--- src/rtl/axis_pkt_master.sv ---
// AXI4-Stream packet master.
//
// Words pushed on the write side are buffered in a FIFO and presented on an
// AXI4-Stream master port through a single output register (EMPTY/HOLD stage).
// tlast is the stored wr_last flag OR'd with an automatic end-of-packet marker
// generated every PKT_WORDS beats (PKT_WORDS=0 disables the automatic marker).
//
// Optional feature: define AXIS_PKT_MASTER_STATS_EN to add the beat_total and
// pkt_total handshake counters as extra outputs.
//
// Ports:
//   m00_axis_aclk    clock
//   m00_axis_areset  synchronous active-high reset
//   wr_en/wr_data    push request and data
//   wr_last          force tlast on the pushed word
//   flush            discard all buffered words not yet presented
//   wr_full          FIFO holds FIFO_DEPTH words
//   overflow         sticky: a push was dropped because the FIFO was full
//   fifo_count       words buffered, excluding the output register
//   m00_axis_*       AXI4-Stream master (tvalid/tdata/tstrb/tlast/tready)
//   beat_total       (STATS_EN) handshake count, wraps at 2^32
//   pkt_total        (STATS_EN) handshakes with tlast=1, wraps at 2^32
module axis_pkt_master #(
  parameter int unsigned C_M_AXIS_TDATA_WIDTH = 32,
  parameter int unsigned FIFO_DEPTH           = 16,
  parameter int unsigned PKT_WORDS            = 4
) (
  input  logic                                 m00_axis_aclk,
  input  logic                                 m00_axis_areset,
  input  logic                                 wr_en,
  input  logic [C_M_AXIS_TDATA_WIDTH-1:0]      wr_data,
  input  logic                                 wr_last,
  input  logic                                 flush,
  output logic                                 wr_full,
  output logic                                 overflow,
  output logic [$clog2(FIFO_DEPTH+1)-1:0]      fifo_count,
  output logic                                 m00_axis_tvalid,
  output logic [C_M_AXIS_TDATA_WIDTH-1:0]      m00_axis_tdata,
  output logic [C_M_AXIS_TDATA_WIDTH/8-1:0]    m00_axis_tstrb,
  output logic                                 m00_axis_tlast,
  input  logic                                 m00_axis_tready
`ifdef AXIS_PKT_MASTER_STATS_EN
  ,
  output logic [31:0]                          beat_total,
  output logic [31:0]                          pkt_total
`endif
);

  localparam int unsigned DW = C_M_AXIS_TDATA_WIDTH;
  localparam int unsigned AW = $clog2(FIFO_DEPTH);
  localparam int unsigned CW = $clog2(FIFO_DEPTH + 1);
  localparam int unsigned BW = (PKT_WORDS == 0) ? 1 : $clog2(PKT_WORDS + 1);

  localparam logic [CW-1:0] FullCount = CW'(FIFO_DEPTH);
  localparam bit            AutoEn    = (PKT_WORDS != 0);
  localparam logic [BW-1:0] LastBeat  = AutoEn ? BW'(PKT_WORDS - 1) : '0;

  typedef enum logic [0:0] {StEmpty, StHold} state_e;

  // FIFO storage: {last, data}
  logic [DW:0]     mem_q [FIFO_DEPTH];
  logic [AW-1:0]   wr_ptr_q, wr_ptr_d;
  logic [AW-1:0]   rd_ptr_q, rd_ptr_d;
  logic [CW-1:0]   count_q, count_d;
  logic            overflow_q, overflow_d;

  // Output stage
  state_e          state_q, state_d;
  logic [DW-1:0]   data_q, data_d;
  logic            last_q, last_d;

  // Packet beat counter and deferred flush clear
  logic [BW-1:0]   beat_q, beat_d;
  logic            flush_pend_q, flush_pend_d;

  logic            full;
  logic            push;
  logic            hs;
  logic            load;
  logic            tlast_int;

  // ---------------------------------------------------------------------------
  // Control decode
  // ---------------------------------------------------------------------------
  always_comb begin
    full      = (count_q == FullCount);
    // A full FIFO drops the push even if a pop frees a slot this same cycle.
    push      = wr_en & ~full & ~flush;
    hs        = (state_q == StHold) & m00_axis_tready;
    tlast_int = (state_q == StHold) & (last_q | (AutoEn && (beat_q == LastBeat)));
    // Flush discards everything not yet presented, so it also blocks a reload.
    load      = ~flush & (count_q != '0) & ((state_q == StEmpty) | hs);
  end

  // ---------------------------------------------------------------------------
  // FSM: state register
  // ---------------------------------------------------------------------------
  always_ff @(posedge m00_axis_aclk) begin
    if (m00_axis_areset) begin
      state_q <= StEmpty;
    end else begin
      state_q <= state_d;
    end
  end

  // ---------------------------------------------------------------------------
  // FSM: next state
  // ---------------------------------------------------------------------------
  always_comb begin
    state_d = state_q;
    unique case (state_q)
      StEmpty: if (load) state_d = StHold;
      StHold:  if (hs && !load) state_d = StEmpty;
      default: state_d = StEmpty;
    endcase
  end

  // ---------------------------------------------------------------------------
  // FSM: outputs
  // ---------------------------------------------------------------------------
  always_comb begin
    m00_axis_tvalid = (state_q == StHold);
    m00_axis_tdata  = data_q;
    m00_axis_tlast  = tlast_int;
    m00_axis_tstrb  = '1;
    wr_full         = full;
    overflow        = overflow_q;
    fifo_count      = count_q;
  end

  // ---------------------------------------------------------------------------
  // Datapath next-state
  // ---------------------------------------------------------------------------
  always_comb begin
    data_d     = data_q;
    last_d     = last_q;
    wr_ptr_d   = wr_ptr_q;
    rd_ptr_d   = rd_ptr_q;
    count_d    = count_q;
    overflow_d = overflow_q | (wr_en & full);

    if (load) begin
      {last_d, data_d} = mem_q[rd_ptr_q];
      rd_ptr_d         = rd_ptr_q + AW'(1);
    end
    if (push) begin
      wr_ptr_d = wr_ptr_q + AW'(1);
    end

    if (flush) begin
      // push and load are both blocked, so the write pointer is stable.
      rd_ptr_d = wr_ptr_q;
      count_d  = '0;
    end else begin
      unique case ({push, load})
        2'b10:   count_d = count_q + CW'(1);
        2'b01:   count_d = count_q - CW'(1);
        default: count_d = count_q;
      endcase
    end
  end

  // Beat counter: a flush while a beat is held waits for that beat to complete.
  always_comb begin
    beat_d       = beat_q;
    flush_pend_d = flush_pend_q;
    if (hs) begin
      beat_d       = (tlast_int || flush_pend_q || flush) ? '0 : beat_q + BW'(1);
      flush_pend_d = 1'b0;
    end else if (flush) begin
      if (state_q == StHold) begin
        flush_pend_d = 1'b1;
      end else begin
        beat_d = '0;
      end
    end
  end

  // ---------------------------------------------------------------------------
  // Registers
  // ---------------------------------------------------------------------------
  always_ff @(posedge m00_axis_aclk) begin
    if (push) begin
      mem_q[wr_ptr_q] <= {wr_last, wr_data};
    end
  end

  always_ff @(posedge m00_axis_aclk) begin
    if (m00_axis_areset) begin
      wr_ptr_q     <= '0;
      rd_ptr_q     <= '0;
      count_q      <= '0;
      overflow_q   <= 1'b0;
      data_q       <= '0;
      last_q       <= 1'b0;
      beat_q       <= '0;
      flush_pend_q <= 1'b0;
    end else begin
      wr_ptr_q     <= wr_ptr_d;
      rd_ptr_q     <= rd_ptr_d;
      count_q      <= count_d;
      overflow_q   <= overflow_d;
      data_q       <= data_d;
      last_q       <= last_d;
      beat_q       <= beat_d;
      flush_pend_q <= flush_pend_d;
    end
  end

`ifdef AXIS_PKT_MASTER_STATS_EN
  // ---------------------------------------------------------------------------
  // Handshake statistics
  // ---------------------------------------------------------------------------
  logic [31:0] beat_total_q, beat_total_d;
  logic [31:0] pkt_total_q, pkt_total_d;

  always_comb begin
    beat_total_d = beat_total_q;
    pkt_total_d  = pkt_total_q;
    if (hs) begin
      beat_total_d = beat_total_q + 32'd1;
      if (tlast_int) begin
        pkt_total_d = pkt_total_q + 32'd1;
      end
    end
  end

  always_ff @(posedge m00_axis_aclk) begin
    if (m00_axis_areset) begin
      beat_total_q <= '0;
      pkt_total_q  <= '0;
    end else begin
      beat_total_q <= beat_total_d;
      pkt_total_q  <= pkt_total_d;
    end
  end

  assign beat_total = beat_total_q;
  assign pkt_total  = pkt_total_q;
`endif

endmodule

--- config.mk ---
export PLATFORM = sky130hd
export DESIGN_NAME = axis_pkt_master
export DESIGN_NICKNAME = d
export VERILOG_FILES = /design/src/rtl/axis_pkt_master.sv
export SDC_FILE = /design/constraint.sdc
export NUM_CORES = 1
export LEC_CHECK = 0
export CAP_MARGIN = 10
export CORE_AREA = 5 5 199 201
export CTS_BUF_LIST = sky130_fd_sc_hd__clkbuf_8
export CTS_CLUSTER_SIZE = 30
export DETAILED_ROUTE_END_ITERATION = 10
export DIE_AREA = 0 0 204 206
export HOLD_SLACK_MARGIN = 0.08
export PLACE_DENSITY = 0.88
export SETUP_SLACK_MARGIN = 0.1
export SYNTH_ARGS = -nofsm -noshare
export SYNTH_HDL_FRONTEND = slang
export SYNTH_SLANG_ARGS = --single-unit
--- constraint.sdc ---
create_clock -name m00_axis_aclk -period 5.15 [get_ports m00_axis_aclk]
set_input_delay 1.03 -clock m00_axis_aclk [delete_from_list [all_inputs] [get_ports m00_axis_aclk]]
set_output_delay 1.03 -clock m00_axis_aclk [all_outputs]
set_load 0.005 [all_outputs]
==> results of run 1 <==
[how the worst max path moves through the flow]
| stage | to | slack, ps | cells past startpoint | start |
|---|---|---|---|---|
| after floorplan | mem_q[0][0] | 490 | 5 | flush |
| after global placement | mem_q[8][20] | 1160 | 6 | flush |
| after detailed placement | mem_q[8][22] | 1060 | 6 | flush |
| after CTS | wr_full | 1680 | 3 | fifo_count[1] |
| after global routing | fifo_count[2] | 1530 | 11 | flush |
| final | mem_q[8][18] | 1680 | 6 | flush |
[kinds of logic after synthesis]
logic type / synth area share (%)
flops: 75.9
mux: 16.7
xor+xnor: 0.315
other cells: 0.0168
simple gates: 1.89
buf+inv: 1.81
fa+ha+maj: 0.618
compound gates: 2.79
[flip-flops by register name, indices dropped and copies added (netlist names)]
register,count
wr_ptr_q,4
beat_q,3
m00_axis_tvalid,1
mem_q,528
overflow,1
last_q,1
m00_axis_tdata,32
fifo_count,5
flush_pend_q,1
rd_ptr_q,4
[worst max-delay path, cell delays in order]
cell and delay (ps):
clkdlybuf4s50_1 580, nand2b_1 260, a21oi_1 470, nand2_1 360
nor2_4 760, buf_4 310
[area by class of cell]
class / count / area share, %
Clock buffer: 94 / 5.12
Clock inverter: 68 / 1.32
Inverter: 11 / 0.163
Multi-Input combinational cell: 391 / 20.2
Sequential cell: 580 / 66.8
Tap cell: 511 / 2.53
Timing Repair Buffer: 101 / 3.87
[stage by stage]
| stage | setup WS, ps | utilization (%) | hold WS, ps | total power, mW |
|---|---|---|---|---|
| finish | 1680 | 67.6 | 477 | 9.18 |
| global route | 1530 | 67.6 | 500 | 9.51 |
| CTS | 1680 | 67.6 | 479 | 9.24 |
| detailed placement | 1060 | 63.3 | 462 | 5.81 |
| global placement | 1160 | 63.3 | 448 | 5.79 |
| floorplan | 485 | - | 460 | 5.61 |
[placed cells by master, fill, tap and decap left out, types with 11 or more instances in the layout]
cell | Yosys | layout
clkdlybuf4s50_1 | 0 | 78
ha_1 | 11 | 11
inv_1 | 11 | 43
buf_4 | 12 | 21
nor2_1 | 60 | 48
clkinv_2 | 0 | 12
mux4_2 | 132 | 132
nor2_4 | 0 | 12
dfxtp_1 | 52 | 49
edfxtp_1 | 528 | 528
mux2i_1 | 37 | 37
clkbuf_8 | 0 | 94
clkinv_1 | 0 | 17
mux2_2 | 33 | 33
a221o_1 | 30 | 30
[per-layer routing]
metal,global-route usage (%),wire length (um),vias up,part of all wire [%]
li1,-,-,4589,-
met2,36.8,23200,507,51
met5,0,0,-,0
met3,5.29,3980,82,8.7
met4,7.66,1200,0,2.6
met1,29.4,17200,5641,38
[power groups by stage]
stage               Sequential, mW  Combinational (mW)  Clock, mW
floorplan                     5.28               0.330          0
global route                  5.23               0.520       3.77
detailed placement            5.32               0.487          0
global placement              5.32               0.467          0
CTS                           5.22               0.490       3.53
finish                        5.22               0.487       3.47
==> impl_metrics.ini, run 1 <==
[logic_synthesis]
synth_area_leader_cell = edfxtp_1
synth_top_flop_cell = edfxtp_1
ys_seq_area_share_pct = 75.9
syn-cell-area_um2 = 22300
synthTopCellsByArea = edfxtp_1 71%, mux4_2 13%, dfxtp_1 4.7%
yosysWarningCount = 0
synth-edff-count = 528
synthArstFlopShare_pct = 0
synth_most_common_cell = edfxtp_1
syn_inst = 1042
synth_top_area_share_pct = 71.2
synth_commonest_cells = 528 x edfxtp_1, 132 x mux4_2, 60 x nor2_1, 52 x dfxtp_1, 37 x mux2i_1
synth_cell_types = 50
ys_ff_latch = 580
avgSynthCellArea_um2 = 21.4

[run_status]
outcome = completed

[route]
drc = 0
avgRoutedWirePerCell_um = 25.9
totalWireLength_um = 45500
avgViaCountPerCell = 6.16
via_count = 10819
antenna_left = 0
drt_pass1_iterations = 5
drt_iter0_markers = 1045

[pwr]
peakVddDrop_v = 0.000227
netSwitchingPower_mw = 2.02
clkPwrFrac_pct = 37.8
power.leakage_nw = 8.03
powerDensity_nw_per_um2 = 363
p_sw_share_pct = 22.0
pwr-share-seq_pct = 56.9
pwr-share-comb_pct = 5.3
p_int_mw = 7.16

[die]
dieWidth_um = 204
core_area_um2 = 37400
io_pins = 83
start_util_pct = 59.5
fp.dieH_um = 206
fp-row-count = 71
die-area_um2 = 42000

[critical_path]
critPathLaunchType = input port
rr_worst_depth = 10
crit_fanout = 26
worstReg2RegEnd = fifo_count[4]
reg2reg_from = fifo_count[1]
r2r_slack_ps = 2050
cp-end-kind = register
worstPathRequired_ps = 5470
critPathKind = input port to register
worst_ep_arrival_time_ps = 3790

[cells_and_area]
area_delta_synth_final_pct = 13.6
final_nets = 1221
antennaDiodeCount = 0
multi_input_area_um2 = 5100
fillers = 2194
instances_no_fill = 1756
design_area_um2 = 25300
seq_area_um2 = 16900
drive_gt1_share_pct = 26.6

[cts]
cts_setup_buffers = 0
cts_hold_buf = 0
clk_pin_slew_ps = 60
cts_tree = built
cts_buffers = 87
clkLatencyLatePin_ps = 640
cts_resized = 0
cts_num_sinks = 580
cts-root-buf = clkbuf_8
cts_max_path_buffers = 3
htreeDepth = 3

[place]
gp_congestion = 0.798
portBuffers = 78
hpwl_um = 27400
dpl.cell_count = 1594
dpl_cell_area_um2 = 23700

[timing]
drv_slew = 0
fmax_mhz = 288
rsz0062_at_grt = false
finalSetupViolCount = 0
timing.setup.tns_ps = 0
period_share_pct = 67.3
max_slew.worst_pin.slew_ps = 1210
hold_viol_final = 0
finClkSkew_ps = 38.6
relSlewSlack_pct = 19.1
period_minus_slack_ps = 3470

[grt]
grt_use_total_pct = 22.1
grt_max_degree = 73
antenna_found_initial = 0
grt_pass1_wl_um = 69400
grt_pass1_vias = 11554
overflow = 0

[job]
cap_violations = 0

[min_path]
whs_path_depth = 2
min_from = overflow
holdPathEnd = overflow
min_path_type = register to register
Power figures use the tool's default switching activity.
==> run 2: changes to the inputs <==
--- a/config.mk
+++ b/config.mk
@@ -6,11 +6,11 @@
 export NUM_CORES = 1
 export LEC_CHECK = 0
 export CAP_MARGIN = 10
-export CORE_AREA = 5 5 199 201
+export CORE_AREA = 5 5 204 206
 export CTS_BUF_LIST = sky130_fd_sc_hd__clkbuf_8
 export CTS_CLUSTER_SIZE = 30
 export DETAILED_ROUTE_END_ITERATION = 10
-export DIE_AREA = 0 0 204 206
+export DIE_AREA = 0 0 209 211
 export HOLD_SLACK_MARGIN = 0.08
 export PLACE_DENSITY = 0.88
 export SETUP_SLACK_MARGIN = 0.1
==> constraint.sdc (replaced) <==
create_clock -name m00_axis_aclk -period 3.05 [get_ports m00_axis_aclk]
set_input_delay 0.61 -clock m00_axis_aclk [delete_from_list [all_inputs] [get_ports m00_axis_aclk]]
set_output_delay 0.61 -clock m00_axis_aclk [all_outputs]
set_load 0.005 [all_outputs]
==> run 2 against run 1 <==
  * Final cell count up 2.4%
  * Wire length up 4.1%
  * Clock skew hardly changed
  * Global-route usage down 0.59 points
  * Final area increased by 2.4%
  * Core utilization decreased by 2.0 points
  * Non-clock buffer count up 29
==> impl_metrics.ini, run 2 (synthesis results as in run 1) <==
[min_path]
min_path_type = register to register

[critical_path]
worstPathRequired_ps = 2440
critPathKind = register to output pin
crit_fanout = 7
crit_buf_inv = 2
critPathTopFamily = buffers and inverters
max_stage_delay_ps = 500
critPathLaunchType = register
cpMaxStageDelayCell = clkdlybuf4s50_1
worst_ep_arrival_time_ps = 2250
path_cells = nor4_2 -> buf_4 -> and2_1 -> clkdlybuf4s50_1
cp-end-kind = output pin

[pwr]
powerDensity_nw_per_um2 = 604
power.leakage_nw = 8.27
peakVddDrop_v = 0.000397

[route]
drt_iter0_markers = 1075
via_count = 11101
avgViaCountPerCell = 6.17
antenna_left = 0
drt_pass1_iterations = 5
totalWireLength_um = 47400
avgRoutedWirePerCell_um = 26.4
drc = 0

[place]
portBuffers = 78
hpwl_um = 26000
gp_congestion = 0.742
dpl_cell_area_um2 = 24200

[timing]
timing.setup.tns_ps = 0
finalSetupViolCount = 0
period_share_pct = 93.9
finClkSkew_ps = 38.7
relSlewSlack_pct = 47.9
rsz0062_at_grt = false
hold_viol_final = 0
fmax_mhz = 349
max_slew.worst_pin.slew_ps = 782
period_minus_slack_ps = 2860
drv_slew = 0

[run_status]
outcome = completed

[cells_and_area]
drive_gt1_share_pct = 28.7
most-common-layout-cells = 528 x edfxtp_1, 132 x mux4_2, 103 x clkbuf_8
layout_commonest_cell = edfxtp_1
largest_register_ffs = 528
design_area_um2 = 25900
area_delta_synth_final_pct = 16.3
top_register = mem_q
final_nets = 1248

[grt]
grt_pass1_vias = 11833
overflow = 0
grt_pass1_wl_um = 71600
grt_use_total_pct = 21.5
antenna_found_initial = 3
grt_max_degree = 84

[cts]
cts_buffers = 85
cts-root-buf = clkbuf_8
htreeDepth = 3
cts_num_sinks = 580
clkLatencyLatePin_ps = 640
cts_max_path_buffers = 3
cts_hold_buf = 0
cts_tree = built
clk_pin_slew_ps = 60

[die]
start_util_pct = 56.4
dieWidth_um = 209
die-area_um2 = 44100
io_pins = 83
fp-row-count = 73
fp.dieH_um = 211
core_area_um2 = 39500

[job]
cap_violations = 0
run 2: changes by cell type in the layout (fill, tap and decap cells not counted), sizes merged:
cell	change
buf	+29
clkbuf	+9
clkinv	-18
clkinvlp	+1
diode	+3
inv	+4
run 2: cell type report:
type	count	area [um^2]
Fill cell	2371	13600
Clock buffer	103	1420
Antenna cell	3	7.51
Inverter	11	41.3
Multi-Input combinational cell	391	5130
Tap cell	525	657
Timing Repair Buffer	130	1470
Sequential cell	580	16900
Clock inverter	55	260
run 2: timing repair:
| action | 4_1_cts | 5_1_grt |
|---|---|---|
| endpoints found under the setup margin | 0 | 4 |
| buffers inserted | 0 | 4 |
| resized for setup | 0 | 2 |
run 2: worst paths after layout:
kind                                    start       endpoint  slack (ps)  cells past startpoint
worst min-delay path                 overflow       overflow         500                      2
worst max-delay path            fifo_count[0]        wr_full         190                      4
worst max register to register  fifo_count[0]  fifo_count[3]         260                      9
worst min register to register       overflow       overflow         500                      2
run 2: power breakdown:
group / internal (mW) / switching [mW] / leakage [nW]
clock: 3.15 / 2.86 / 0.995
combinational: 0.435 / 0.433 / 2.09
sequential: 8.73 / 0.0454 / 5.18
run 2: worst register-to-register path: cells and delay by family (launching register included):
kind / cells / cell delay, ps
flip-flops: 1 / 390
AO/OA/AOI/OAI: 3 / 620
adder cells (fa/ha/maj): 2 / 580
buffers and inverters: 1 / 90
AND/OR/NAND/NOR: 3 / 1060
run 2: routing by layer:
metal	part of all wire (%)	vias to the layer above	GRT usage (%)
met4	2.6	2	7.45
met5	0.027	-	0
li1	-	4643	-
met2	52	547	37.3
met1	38	5810	27.7
met3	7.4	99	4.31
run 2: per-stage QoR:
stage	hold WS [ps]	std cells	total power, mW	setup slack, ps	utilization, %
finish	497	1798	15.6	186	65.6
global route	512	1796	16.2	116	65.6
CTS	497	1791	15.7	113	65.5
detailed placement	482	1633	9.80	38.9	61.3
global placement	449	1633	9.76	178	61.3
floorplan	460	1045	9.48	-315	-
==> run 3: changes to the inputs <==
--- a/config.mk
+++ b/config.mk
@@ -6,11 +6,11 @@
 export NUM_CORES = 1
 export LEC_CHECK = 0
 export CAP_MARGIN = 10
-export CORE_AREA = 5 5 204 206
+export CORE_AREA = 2 2 201 203
 export CTS_BUF_LIST = sky130_fd_sc_hd__clkbuf_8
 export CTS_CLUSTER_SIZE = 30
 export DETAILED_ROUTE_END_ITERATION = 10
-export DIE_AREA = 0 0 209 211
+export DIE_AREA = 0 0 203 205
 export HOLD_SLACK_MARGIN = 0.08
 export PLACE_DENSITY = 0.88
 export SETUP_SLACK_MARGIN = 0.1
==> run 3 against run 2 <==
  * Clock power is 2% lower
  * Fmax is 0.23% higher
  * Sequential power hardly changed
  * Worst setup slack better by 6.7 ps
  * Critical endpoint unchanged
  * Core utilization hardly changed
  * Largest power group unchanged
  * Critical path type unchanged
  * Via count is 0.22% lower
  * Clock-buffer cell count is 4 lower
==> impl_metrics.ini, run 3 (synthesis results as in run 1) <==
[die]
die-area_um2 = 41600
start_util_pct = 56.6
fp.dieH_um = 205
fp-row-count = 73
dieWidth_um = 203
io_pins = 83
core_area_um2 = 39400

[cts]
cts_num_sinks = 580
cts_max_path_buffers = 3
cts-root-buf = clkbuf_8
cts_buffers = 89
cts_tree = built
clkLatencyLatePin_ps = 640
htreeDepth = 3
clk_pin_slew_ps = 60

[critical_path]
worst_ep_arrival_time_ps = 2250
critPathLaunchType = register
rr_worst_depth = 10
max_stage_delay_ps = 500
worstPathRequired_ps = 2440
crit_fanout = 10
cpMaxStageDelayCell = clkdlybuf4s50_1
critPathKind = register to output pin
cp-end-kind = output pin
path_cells = nor4_4 -> buf_4 -> and2_1 -> clkdlybuf4s50_1

[route]
avgRoutedWirePerCell_um = 25.8
drc = 0
antenna_left = 0
via_count = 11077
drt_pass1_iterations = 5
avgViaCountPerCell = 6.17
totalWireLength_um = 46300
drt_iter0_markers = 1050

[grt]
grt_pass1_wl_um = 70300
grt_use_total_pct = 23.0
grt_max_degree = 45
antenna_found_initial = 2
overflow = 0
grt_pass1_vias = 11824

[timing]
max_slew.worst_pin.slew_ps = 800
finClkSkew_ps = 33.1
rsz0062_at_grt = true
period_minus_slack_ps = 2860
fin_ws_ps = 193
relSlewSlack_pct = 46.6
period_share_pct = 93.7
finalSetupViolCount = 0
hold_viol_final = 0
fmax_mhz = 350
drv_slew = 0

[place]
gp_congestion = 0.776
post-place-ws_ps = 89.5
portBuffers = 78
hpwl_um = 26000

[cells_and_area]
top_register = mem_q
area_delta_synth_final_pct = 16.0
drive_gt1_share_pct = 28.3
most-common-layout-cells = 528 x edfxtp_1, 132 x mux4_2, 99 x clkbuf_8
layout_commonest_cell = edfxtp_1
final_nets = 1250
largest_register_ffs = 528

[min_path]
min_path_type = register to register
whs_path_depth = 2

[pwr]
powerDensity_nw_per_um2 = 601
p_total_mw = 15.5
power.leakage_nw = 8.26
peakVddDrop_v = 0.000423

[run_status]
outcome = completed

[job]
cap_violations = 0
## run 3: cell types whose count changed in the layout (fill, tap and decap cells not counted), sizes merged
cell      change
diode         -2
clkbuf        -4
clkinv        +2
clkinvlp      -1
buf           -2
inv           +4
## run 3: layout make-up
cell class              count  area (um^2)
flip-flops and latches    580        16900
fillers                  2402        13500
multi-input cells         391         5140
repair buffers            128         1460
clock buffers              99         1360
well taps                 525          657
clock inverters            60          275
inverters                  11         41.3
diodes                      1         2.50
## run 3: critical path, delay by kind of cell (launching register included)
kind	cells	cell delay, ps
DFF	1	440
and+or+nand+nor	2	500
buffers and inverters	2	690
## run 3: routing by layer
metal  wire length, um  vias up  track usage (%)
li1                  -     4643                -
met1             17000     5742             28.5
met2             24200      568             40.4
met3              3430      122             4.04
met4              1550        2             9.44
met5                12        -                0
## run 3: final timing paths
check	startpoint	to	slack (ps)
max reg2reg	fifo_count[1]	fifo_count[4]	230
min	overflow	overflow	480
max	fifo_count[1]	wr_full	190
min reg2reg	overflow	overflow	480
## run 3: repair_timing
item	in CTS	in global routing
setup endpoints to repair	1	4
buffers inserted	0	1
gates resized for setup	1	1
hold buffers	0	0
pin swaps	0	1
## run 3: power breakdown
part           total (mW)  leakage, nW  switching, mW  internal (mW)
clock                5.88        0.994           2.83           3.05
combinational       0.850         2.09          0.413          0.437
sequential           8.79         5.18         0.0649           8.73
## run 3: metrics by stage
step / hold WS, ps / setup TNS [ps] / utilization (%) / instance area (um^2) / instances
after floorplan: 460 / -114700 / - / 22300 / 1045
after global placement: 447 / 0 / 61.4 / 24200 / 1634
after detailed placement: 471 / 0 / 61.4 / 24200 / 1634
after CTS: 488 / 0 / 65.6 / 25800 / 1793
after global routing: 504 / 0 / 65.6 / 25800 / 1795
final: 477 / 0 / 65.6 / 25800 / 1795
